**src/rtl/mem_stage.sv**
```systemverilog
// MEM pipeline stage: data-memory request FSM with wait timeout,
// misalignment abort, EX forwarding and registered write-back bundle.
module mem_stage (
  input  logic        clk,
  input  logic        reset_n,
  input  logic [31:0] alu_out_mem,
  input  logic [31:0] st_data_mem,
  input  logic        d_write_enable_mem,
  input  logic        d_load_enable_mem,
  input  logic [4:0]  rd_mem,
  input  logic        valid_mem,
  output logic [31:0] d_addr,
  output logic [31:0] d_wdata,
  output logic        d_req,
  output logic        d_we,
  input  logic [31:0] d_rdata,
  input  logic        d_ack,
  output logic        stall_out,
  output logic [31:0] fwd_data,
  output logic [4:0]  fwd_rd,
  output logic [31:0] wb_data,
  output logic [4:0]  wb_rd,
  output logic        wb_we,
  output logic        bus_err
);

  typedef enum logic {
    S_IDLE,
    S_WAIT
  } state_t;

  state_t      r_state;
  logic [3:0]  r_cnt;
  logic [31:0] r_wb_data;
  logic [4:0]  r_wb_rd;
  logic        r_wb_we;
  logic        r_bus_err;

  logic w_mem_op;
  logic w_store;
  logic w_load;
  logic w_mis;
  logic w_ack;
  logic w_timeout;
  logic w_abort;

  // Store wins when both enables are set
  assign w_mem_op  = valid_mem & (d_write_enable_mem | d_load_enable_mem);
  assign w_store   = w_mem_op & d_write_enable_mem;
  assign w_load    = w_mem_op & ~d_write_enable_mem & d_load_enable_mem;
  assign w_mis     = w_mem_op & (|alu_out_mem[1:0]);

  assign d_req     = (r_state == S_WAIT)
                   | ((r_state == S_IDLE) & w_mem_op & ~w_mis);
  assign w_ack     = d_req & d_ack;
  assign w_timeout = (r_state == S_WAIT) & (r_cnt == 4'hF) & ~d_ack;
  assign w_abort   = w_timeout | w_mis;

  assign d_addr    = alu_out_mem;
  assign d_wdata   = st_data_mem;
  assign d_we      = w_store;
  assign stall_out = w_mem_op & ~(w_ack | w_timeout | w_mis);

  // A load's address must never look like a forwardable result
  assign fwd_data  = alu_out_mem;
  assign fwd_rd    = (valid_mem & ~w_load) ? rd_mem : 5'd0;

  assign wb_data   = r_wb_data;
  assign wb_rd     = r_wb_rd;
  assign wb_we     = r_wb_we;
  assign bus_err   = r_bus_err;

  always_ff @(posedge clk) begin
    if (!reset_n) begin
      r_state <= S_IDLE;
      r_cnt   <= 4'd0;
    end else begin
      case (r_state)
        S_IDLE: if (d_req & ~d_ack)      r_state <= S_WAIT;
        S_WAIT: if (d_ack | w_timeout)   r_state <= S_IDLE;
        default:                         r_state <= S_IDLE;
      endcase
      r_cnt <= (d_req & ~d_ack & ~w_timeout) ? r_cnt + 4'd1 : 4'd0;
    end
  end

  always_ff @(posedge clk) begin
    if (!reset_n) begin
      r_wb_data <= 32'd0;
      r_wb_rd   <= 5'd0;
      r_wb_we   <= 1'b0;
      r_bus_err <= 1'b0;
    end else begin
      if (w_abort) r_bus_err <= 1'b1;
      r_wb_we <= 1'b0;
      if (valid_mem & ~stall_out & ~w_abort) begin
        if (w_load) begin
          r_wb_data <= d_rdata;
          r_wb_rd   <= rd_mem;
          r_wb_we   <= |rd_mem;
        end else if (!w_store) begin
          r_wb_data <= alu_out_mem;
          r_wb_rd   <= rd_mem;
          r_wb_we   <= |rd_mem;
        end
      end
    end
  end

endmodule
```
**config.mk**
```make
export PLATFORM = sky130hd
export DESIGN_NAME = mem_stage
export DESIGN_NICKNAME = d
export VERILOG_FILES = /design/src/rtl/mem_stage.sv
export SDC_FILE = /design/constraint.sdc
export NUM_CORES = 1
export LEC_CHECK = 0
export CAP_MARGIN = 20
export CORE_ASPECT_RATIO = 0.5
export CORE_MARGIN = 1.5
export CORE_UTILIZATION = 28
export CTS_CLUSTER_SIZE = 25
export DETAILED_ROUTE_END_ITERATION = 8
export PLACE_DENSITY = 0.81
export SYNTH_ARGS = -nofsm -noshare
export SYNTH_HDL_FRONTEND = slang
export SYNTH_SLANG_ARGS = --single-unit
```
**constraint.sdc**
```tcl
create_clock -name clk -period 2.1 [get_ports clk]
set_input_delay 0.525 -clock clk [delete_from_list [all_inputs] [get_ports clk]]
set_output_delay 0.525 -clock clk [all_outputs]
set_load 0.005 [all_outputs]
```
==> impl_metrics.py <==
metrics = {
    "detailed_routing": {
        "num_vias": 2450,
        "drtAntennaViolNets": 0,
        "drt_iter0_markers": 50,
        "vias_per_cell": 4.35,
        "finalWirelength_mm": 8.23,
        "dr.pass1.iters": 4,
        "wire_per_inst_um": 14.6,
        "drc_errors": 0,
    },
    "synthesis": {
        "syn_area_um2": 3030,
        "synth_edf_count": 0,
        "yosys.area.top_type": "dfxtp_1",
        "synthFlopType": "dfxtp_1",
        "ys_seq_area_share_pct": 29.0,
        "syn_area_per_cell_um2": 9.82,
        "synth_nets": 417,
        "netlist_instances": 309,
        "async_reset_ff_share_pct": 0,
        "ys_types": 35,
        "synth_top_area_share_pct": 29.0,
        "ys_ff_latch": 44,
        "yosysMostFrequentCell": "buf_4",
        "synthTopCellsByCount": "98 x buf_4, 44 x dfxtp_1, 32 x mux2i_1, 25 x a211oi_2, 25 x a21oi_2",
        "synth_area_leaders": "dfxtp_1 29%, buf_4 24%, mux2i_1 11%, a211oi_2 10%, a21oi_2 7.2%",
        "ys.warnings.count": 0,
    },
    "worst_setup_path": {
        "path_cells": "clkdlybuf4s50_1 -> clkdlybuf4s50_1",
        "crit_path_max_incr_delay_ns": 0.51,
        "crit_path_frequent_cell": "clkdlybuf4s50_1",
        "cpMaxStageDelayCell": "clkdlybuf4s50_1",
        "cp.required_ns": 1.57,
        "critPathKind": "input port to primary output",
        "crit_buf_inv": 2,
        "startpoint_type": "input port",
        "end_kind": "primary output",
        "crit_arrival_ns": 1.55,
        "path_delay_family": "buffers and inverters",
        "crit_fanout": 3,
    },
    "clocking": {
        "cts_hold_buf": 0,
        "cts_tree": "built",
        "worstSkewPairLatency_ns": 0.28,
        "clk_path_buf_depth": 2,
        "cts_sinks": 44,
        "cts_root_buf": "clkbuf_16",
        "numCtsBuffers": 5,
        "htreeDepth": 2,
        "clkSlewWorstSetupHoldPaths_ns": 0.06,
    },
    "floorplanning": {
        "die_x_um": 150,
        "die-area_um2": 11500,
        "rows": 26,
        "die_y_um": 76.6,
        "ios": 250,
        "start_util_pct": 29.2,
        "core_um2": 10400,
    },
    "min_path": {
        "min_path_type": "flip-flop to flip-flop",
    },
    "power": {
        "ir_drop_mv": 0.313,
        "power_mw": 2.47,
        "p_leak_nw": 2.09,
        "p_per_area_nw_per_um2": 522,
    },
    "sta": {
        "fmax_mhz": 483,
        "maxSlewHeadroom_pct": 80.2,
        "hold_viol": 0,
        "fin_worst_skew_ns": 0.00764,
        "worst_pin_slew_ns": 0.289,
        "setup_viol": 0,
        "holdWs_ns": 0.449,
        "grt_setup_unrepaired": "no",
        "tns_ns": 0,
        "fin_crit_sh_pct": 98.7,
        "finalMaxSlewViolations": 0,
        "min_period_ns": 2.07,
    },
    "global_routing": {
        "grt_overflow": 0,
        "grt_max_degree": 33,
        "grt_pass1_vias": 2495,
        "gr-usage-all-layers_pct": 14.2,
        "grt_pass1_wl_mm": 13.0,
        "antenna_found_initial": 0,
    },
    "run": {
        "drv_cap": 0,
    },
    "cells_and_area": {
        "drive_above_1_share_pct": 25.1,
        "final_nets": 530,
        "area_growth_pct": 56.2,
        "n_antenna_cell": 0,
    },
    "place": {
        "finalWeightedCongestion": 0.762,
        "io_buffers": 185,
        "place_hpwl_mm": 6.54,
    },
    "status": {
        "status": "completed",
    },
}
[report_power, final]
part / switching (mW) / internal, mW / leakage (nW)
clock network: 0.326 / 0.559 / 0.0798
registers: 0.0250 / 0.877 / 0.360
logic: 0.261 / 0.425 / 1.65
total: 0.612 / 1.86 / 2.09
[flip-flops by register name, indices dropped and copies added, names as in the netlist]
register / count
wb_rd: 5
wb_we: 1
r_cnt: 4
r_state: 1
bus_err: 1
wb_data: 32
[through the flow]
stage          setup WS, ns  util [%]  area [um2]  instances
6_report             0.0279      45.7        4740        563
5_1_grt            0.000289      45.7        4740        563
4_1_cts            0.000930      45.1        4680        563
3_5_place_dp         -0.496      43.3        4500        551
3_3_place_gp         -0.451      43.3        4500        551
2_1_floorplan         0.479         -        3030        309
[final cells by class]
| class | instances | area, um2 |
|---|---|---|
| repair buffers | 220 | 2220 |
| clock inverters | 3 | 42.5 |
| clock buffers | 5 | 125 |
| well taps | 140 | 175 |
| fillers | 972 | 5640 |
| multi-input cells | 145 | 1270 |
| inverters | 6 | 22.5 |
| flip-flops and latches | 44 | 881 |
[timing repair]
| item | in CTS | in global routing |
|---|---|---|
| pin swaps | 2 | 0 |
| endpoints found under the setup margin | 18 | 36 |
| hold endpoints to repair | 0 | 0 |
| resized for setup | 27 | 26 |
| setup buffers | 4 | 0 |
[cell families after synthesis]
family | count (synthesis) | share of synthesized area [%]
adder cells (fa/ha/maj) | 1 | 0.412
AO/OA/AOI/OAI | 81 | 24.0
multiplexers | 32 | 10.6
XOR/XNOR | 2 | 0.577
buffers and inverters | 120 | 29.8
AND/OR/NAND/NOR | 29 | 5.65
flip-flops | 44 | 29.0
[layer usage]
metal  vias to the layer above  share of wire [%]  GRT usage, %  routed length [um]
met5                         -                  0             0                   0
met4                         0               0.40          2.55                  33
met3                         4                4.9          3.17                 404
met2                        59                 53          26.3                4390
met1                      1174                 41          16.8                3400
li1                       1213                  -             -                   -
[placed cells by master, fill, tap and decap left out, types with 2 or more instances in the layout]
cell type	synthesis	layout
dlymetal6s2s_1	0	22
dlygate4sd2_1	0	13
o21ai_0	6	5
nand3_1	7	7
and2_1	6	6
nor2_1	7	7
clkdlybuf4s15_1	0	2
clkbuf_16	0	5
inv_1	6	4
mux2i_1	32	32
a211oi_2	25	25
buf_12	2	6
dfxtp_1	44	44
clkdlybuf4s50_1	0	146
a21oi_2	25	25
inv_2	0	2
a211oi_1	7	7
buf_4	98	28
a21oi_1	12	12
[worst paths after layout]
path	from	to	slack [ns]	cells past startpoint
min	r_cnt[0]	r_cnt[0]	0.45	1
max	alu_out_mem[8]	fwd_data[8]	0.03	2
max reg2reg	r_cnt[0]	wb_data[27]	0.49	7
min reg2reg	r_cnt[0]	r_cnt[0]	0.45	1
(Power assumes the default switching activity.)
